## src/rtl/ram_arb_pkg.sv

```systemverilog
// ram_arb_pkg -- shared definitions for the RAM command arbiter.
//   Opcodes carried in ram_din[9:8], the controller FSM state encoding,
//   and a helper that turns a requester id into a one-hot response vector.
package ram_arb_pkg;

    localparam logic [1:0] OP_WR_ADDR = 2'b00;
    localparam logic [1:0] OP_WR_DATA = 2'b01;
    localparam logic [1:0] OP_RD_ADDR = 2'b10;
    localparam logic [1:0] OP_RD_DATA = 2'b11;

    typedef enum logic [2:0] {
        ST_IDLE  = 3'd0,
        ST_ADDR  = 3'd1,
        ST_DATA  = 3'd2,
        ST_RCMD  = 3'd3,
        ST_RWAIT = 3'd4
    } state_t;

    function automatic logic [1:0] id_onehot(input logic id);
        return {id, ~id};
    endfunction

endpackage

```

## src/rtl/ram_arb_rr2.sv

```systemverilog
// ram_arb_rr2 -- two-requester round-robin arbiter.
//   clk, rst_n      : clock, synchronous active-low reset
//   req[1:0]        : requests
//   advance         : a grant is being consumed this cycle
//   grant_onehot    : one-hot winner (zero when no request)
//   grant_id        : winner index
// last_grant resets to 1 so requester 0 wins the first tie.
module ram_arb_rr2
    import ram_arb_pkg::*;
(
    input  logic       clk,
    input  logic       rst_n,
    input  logic [1:0] req,
    input  logic       advance,
    output logic [1:0] grant_onehot,
    output logic       grant_id
);

    logic r_last_grant;
    logic w_id;

    always_comb begin
        w_id = 1'b0;
        case (req)
            2'b10:   w_id = 1'b1;
            2'b11:   w_id = ~r_last_grant;
            default: w_id = 1'b0;
        endcase
    end

    assign grant_id     = w_id;
    assign grant_onehot = (req == 2'b00) ? 2'b00 : id_onehot(w_id);

    always_ff @(posedge clk) begin
        if (!rst_n) begin
            r_last_grant <= 1'b1;
        end else if (advance && (req != 2'b00)) begin
            r_last_grant <= w_id;
        end
    end

endmodule

```

## src/rtl/ram_cmd_arbiter.sv

```systemverilog
// ram_cmd_arbiter -- serialises byte read/write transactions from two
// requesters onto a single RAM command port.
//   clk, rst_n          : clock, synchronous active-low reset
//   req_valid/req_ready : per-requester handshake (transfer when both high)
//   req_wr, req_addr, req_wdata : per-requester op, packed {req1, req0}
//   rsp_valid[1:0]      : one-cycle completion pulse, one-hot
//   rsp_err, rsp_rdata  : read timeout flag / read data, qualified by rsp_valid
//   ram_din, ram_rx_valid : command word {opcode, payload} and strobe
//   ram_tx_valid, ram_dout : RAM read-data strobe and data
//   dbg_state           : current FSM state (state_t encoding)
// Handshake: req_ready is only ever high in IDLE, for the arbitration winner,
// and the transaction is captured on the edge where req_valid & req_ready.
// RAM-side outputs are registers loaded with the value for the next state, so
// they never depend combinationally on req_* inputs.
module ram_cmd_arbiter
    import ram_arb_pkg::*;
#(
    parameter int RD_TIMEOUT = 15
) (
    input  logic        clk,
    input  logic        rst_n,
    input  logic [1:0]  req_valid,
    output logic [1:0]  req_ready,
    input  logic [1:0]  req_wr,
    input  logic [15:0] req_addr,
    input  logic [15:0] req_wdata,
    output logic [1:0]  rsp_valid,
    output logic        rsp_err,
    output logic [7:0]  rsp_rdata,
    output logic [9:0]  ram_din,
    output logic        ram_rx_valid,
    input  logic        ram_tx_valid,
    input  logic [7:0]  ram_dout,
    output logic [2:0]  dbg_state
);

    localparam int CNT_W = (RD_TIMEOUT < 2) ? 1 : $clog2(RD_TIMEOUT);
    localparam logic [CNT_W-1:0] CNT_LAST = CNT_W'(RD_TIMEOUT - 1);

    state_t           r_state;
    logic             r_wr;
    logic [7:0]       r_wdata;
    logic             r_gid;
    logic [CNT_W-1:0] r_cnt;
    logic [1:0]       r_rsp_valid;
    logic             r_rsp_err;
    logic [7:0]       r_rsp_rdata;
    logic [9:0]       r_ram_din;
    logic             r_ram_rx_valid;

    logic [1:0] w_grant_onehot;
    logic       w_grant_id;
    logic       w_accept;
    logic       w_sel_wr;
    logic [7:0] w_sel_addr;
    logic [7:0] w_sel_wdata;

    // Gated by rst_n so nothing is offered while reset is asserted.
    assign w_accept = (r_state == ST_IDLE) && rst_n && (req_valid != 2'b00);

    ram_arb_rr2 u_arb (
        .clk          (clk),
        .rst_n        (rst_n),
        .req          (req_valid),
        .advance      (w_accept),
        .grant_onehot (w_grant_onehot),
        .grant_id     (w_grant_id)
    );

    assign w_sel_wr    = w_grant_id ? req_wr[1]        : req_wr[0];
    assign w_sel_addr  = w_grant_id ? req_addr[15:8]   : req_addr[7:0];
    assign w_sel_wdata = w_grant_id ? req_wdata[15:8]  : req_wdata[7:0];

    assign req_ready    = w_accept ? w_grant_onehot : 2'b00;
    assign rsp_valid    = r_rsp_valid;
    assign rsp_err      = r_rsp_err;
    assign rsp_rdata    = r_rsp_rdata;
    assign ram_din      = r_ram_din;
    assign ram_rx_valid = r_ram_rx_valid;
    assign dbg_state    = r_state;

    always_ff @(posedge clk) begin
        if (!rst_n) begin
            r_state        <= ST_IDLE;
            r_wr           <= 1'b0;
            r_wdata        <= 8'h00;
            r_gid          <= 1'b0;
            r_cnt          <= '0;
            r_rsp_valid    <= 2'b00;
            r_rsp_err      <= 1'b0;
            r_rsp_rdata    <= 8'h00;
            r_ram_din      <= 10'h000;
            r_ram_rx_valid <= 1'b0;
        end else begin
            r_rsp_valid    <= 2'b00;
            r_ram_rx_valid <= 1'b0;
            case (r_state)
                ST_IDLE: begin
                    if (w_accept) begin
                        r_wr           <= w_sel_wr;
                        r_wdata        <= w_sel_wdata;
                        r_gid          <= w_grant_id;
                        r_ram_din      <= {(w_sel_wr ? OP_WR_ADDR : OP_RD_ADDR), w_sel_addr};
                        r_ram_rx_valid <= 1'b1;
                        r_state        <= ST_ADDR;
                    end
                end
                ST_ADDR: begin
                    r_ram_rx_valid <= 1'b1;
                    if (r_wr) begin
                        r_ram_din <= {OP_WR_DATA, r_wdata};
                        r_state   <= ST_DATA;
                    end else begin
                        r_ram_din <= {OP_RD_DATA, 8'h00};
                        r_state   <= ST_RCMD;
                    end
                end
                ST_DATA: begin
                    r_rsp_valid <= id_onehot(r_gid);
                    r_rsp_err   <= 1'b0;
                    r_state     <= ST_IDLE;
                end
                ST_RCMD: begin
                    r_cnt   <= '0;
                    r_state <= ST_RWAIT;
                end
                ST_RWAIT: begin
                    // Data is checked first so a strobe on the final
                    // allowed cycle still completes as a good read.
                    if (ram_tx_valid) begin
                        r_rsp_valid <= id_onehot(r_gid);
                        r_rsp_err   <= 1'b0;
                        r_rsp_rdata <= ram_dout;
                        r_state     <= ST_IDLE;
                    end else if (r_cnt == CNT_LAST) begin
                        r_rsp_valid <= id_onehot(r_gid);
                        r_rsp_err   <= 1'b1;
                        r_rsp_rdata <= 8'h00;
                        r_state     <= ST_IDLE;
                    end else begin
                        r_cnt <= r_cnt + 1'b1;
                    end
                end
                default: r_state <= ST_IDLE;
            endcase
        end
    end

endmodule

```

## config.mk

```make
export PLATFORM = sky130hd
export DESIGN_NAME = ram_cmd_arbiter
export DESIGN_NICKNAME = d
export VERILOG_FILES = /design/src/rtl/ram_arb_pkg.sv /design/src/rtl/ram_arb_rr2.sv /design/src/rtl/ram_cmd_arbiter.sv
export SDC_FILE = /design/constraint.sdc
export NUM_CORES = 1
export LEC_CHECK = 0
export ABC_CLOCK_PERIOD_IN_PS = 2200
export BUFFER_PORTS_ARGS = -buffer_cell sky130_fd_sc_hd__buf_2
export CAP_MARGIN = 15
export CORE_ASPECT_RATIO = 1.25
export CORE_MARGIN = 2
export CORE_UTILIZATION = 35
export CTS_CLUSTER_DIAMETER = 60
export DETAILED_ROUTE_END_ITERATION = 16
export PLACE_DENSITY = 0.65
export SYNTH_ARGS = -nofsm -noshare
export SYNTH_HDL_FRONTEND = slang
export SYNTH_HIERARCHICAL = 1
export SYNTH_SLANG_ARGS = --single-unit
```

## constraint.sdc

```tcl
create_clock -name clk -period 2.2 [get_ports clk]
set_clock_uncertainty 0.15 [all_clocks]
set_input_delay 0.11 -clock clk [delete_from_list [all_inputs] [get_ports clk]]
set_output_delay 0.11 -clock clk [all_outputs]
set_load 0.1 [all_outputs]
```

==> impl_metrics.toml <==
[cells_and_area]
nNetsFinal = 338
layout_commonest_cell = "buf_2"
fillers = 479
layout_common_cells = "buf_2, dfxtp_1, nand2_1, mux2i_1, dlygate4sd3_1"
multiInputGateArea_um2 = 999.7
drive_above_1_share = 0.3345
seqCellArea_um2 = 802.0
area_growth_syn_to_layout_pct = 37.63
diodes = 0

[drt]
post_drt_wl_per_cell_um = 12.59
wl_um = 4433
vias = 1785
postRouteAntennaNets = 0
drt_pass1_iterations = 4
remaining_drc_errors = 0
drtIter0Drc = 83
viasPerCell = 5.071

[worst_setup_path]
crit_path_end = "ram_din[6]"
crit_type = "flop to flop"
worst_ep_arrival_time_ns = 2.03
worst-r2r-setup-slack_ns = 0.17
crit_fanout = 6
cp.required_ns = 2.20
worstRegToRegCells = 5
timing.rr.end = "ram_din[6]"
startpoint = "u_arb/r_last_grant"
r2r-start = "u_arb/r_last_grant"
start_kind = "flop"
endpoint_kind = "flop"

[cts]
h-tree-depth = 2
clk_latency_ns = 0.28
cts.sinks = 40
path_clk_slew_ns = 0.07
cts_tree = "built"
clock-root-buffer = "clkbuf_8"
postCtsSetupBuffers = 0
cts_buffers = 5
cts_buffer_depth = 2

[power]
internal_power_mw = 1.197
power.total_mw = 1.828
seqPwrFrac = 0.445
p_leak_nw = 1.234
power_density_nw_per_um2 = 705.9
netSwitchingPower_uw = 631.2
swShare = 0.3452
ir_drop_v = 0.0004082
p_clk_frac = 0.264
comb_power_share = 0.291

[logic_synthesis]
synth_edf_count = 0
ys_ff_latch = 40
syn_area_um2 = 1882
synth_fp_nets = 251
synth_top_cells_by_area = "dfxtp_1, mux2i_1, nand2_1, o211a_1, o22ai_1"
netlist.area_leader.share = 0.4255
ys.flop_type = "dfxtp_1"
seq_area_frac_synth = 0.4255
avgSynthCellArea_um2 = 9.316
yosysWarningCount = 6
synthArstFlopShare = 0
synth.distinct_cells = 45
synthCells = 202
yosysTopAreaCell = "dfxtp_1"

[outcome]
status = "finished clean"

[placed_design]
hpwl_um = 3277
gp_congestion = 0.8254
port_buffers = 73

[timing]
rsz0062_at_grt = "no"
hold_slack_ns = 0.002572
slew_headroom = 0.5555
slew_viol_final = 0
hold_viol = 0
setup_viol = 0
min_period_over_period = 0.9226
fmax_mhz = 492.7
tightestPinTransition_ns = 0.6611
period_needed_ns = 2.030

[grt]
grt_max_degree = 26
grt_pass1_vias = 1670
grt.total_usage = 0.1525
grt_antenna_before_repair = 0
grt_pass1_wl_um = 7272
gr-total-overflow = 0

[floorplanning]
rows = 29
fp.dieArea_um2 = 5983
die-width_um = 69.59
die-height_um = 85.98
initial_utilization = 0.3678
ios = 74
core_um2 = 5116

[run]
timing.max_cap.violations = 0

[worst_hold_path]
min_path_type = "input port to flop"
cell type report:
type                    instances  area share
multi-input cells             140      0.3860
flip-flops and latches         40      0.3097
repair buffers                 94      0.2280
clock buffers                   8     0.03478
well taps                      62     0.02995
inverters                       8     0.01159
how the worst min path moves through the flow:
stage / from / endpoint / slack (ns) / cells after the start
final: req_addr[10] / ram_din[2] / 0.003 / 3
after global routing: req_addr[10] / ram_din[2] / 0.03 / 3
after CTS: req_addr[10] / ram_din[2] / 0.003 / 3
after detailed placement: ram_dout[2] / rsp_rdata[2] / 0.23 / 3
after global placement: ram_dout[3] / rsp_rdata[3] / 0.23 / 3
after floorplan: rst_n / u_arb/r_last_grant / 0.02 / 1
cell usage after synthesis (all sizes together) (2+ instances only):
library cell and instances:
nand3 10, dfxtp 40, ha 2, a21boi 5
buf 8, a21oi 4, o22ai 10, o221ai 5
and3 3, o211a 8, and2 2, nand4 7
o21ai 4, clkbuf 6, inv 8, nor3b 4
nor2 4, a22o 3, mux2i 23, nand2 29
or3b 3
power by group through the flow:
stage / Clock, mW / Combinational [mW] / Sequential (mW)
2_1_floorplan: 0 / 0.192 / 1.02
3_3_place_gp: 0 / 0.505 / 0.828
3_5_place_dp: 0 / 0.509 / 0.829
4_1_cts: 0.508 / 0.533 / 0.813
5_1_grt: 0.540 / 0.564 / 0.822
6_report: 0.483 / 0.531 / 0.814
cells by family after synthesis:
group | after synthesis | share of synthesized area
and+or+nand+nor | 67 | 0.1928
adders and majority gates | 2 | 0.01330
DFF | 40 | 0.4255
muxes | 23 | 0.1223
buffers and inverters | 22 | 0.05053
AOI/OAI and AO/OA | 48 | 0.1955
stage by stage:
stage | instance area, um2 | instances | utilization | TNS (ns) | worst slack (ns)
floorplan | 1886 | 202 | - | -0.1460 | -0.07300
global placement | 2342 | 329 | 0.4578 | 0 | 0.4049
detailed placement | 2342 | 329 | 0.4578 | 0 | 0.3749
CTS | 2582 | 352 | 0.5048 | 0 | 0.05969
global route | 2590 | 352 | 0.5062 | 0 | 0.08945
finish | 2590 | 352 | 0.5062 | 0 | 0.1703
worst max-delay path: stages (launching register included):
cell and delay (ns):
dfxtp_1 0.36, a21boi_4 0.29, buf_4 0.23, mux2i_1 0.18, dlygate4sd3_1 0.57, o221ai_1 0.11
layer usage:
layer,vias up,GRT usage,routed length [um]
met5,-,0,0
met4,0,0.07308,68
met3,6,0.05170,322
met2,62,0.2491,2001
met1,804,0.1797,2041
li1,913,-,-
registers in the layout (all words and copies together), names as in the netlist, 2 cells and up:
| register | count |
|---|---|
| ram_din | 10 |
| r_wdata | 8 |
| r_cnt | 4 |
| dbg_state | 3 |
| rsp_rdata | 8 |
| rsp_valid | 2 |
timing repair:
action                     in CTS  in global routing
hold endpoints to repair       12                  0
setup endpoints to repair       0                  2
hold buffers                   15                  0
gates resized for setup         0                  1
(Power assumes the default switching activity.)
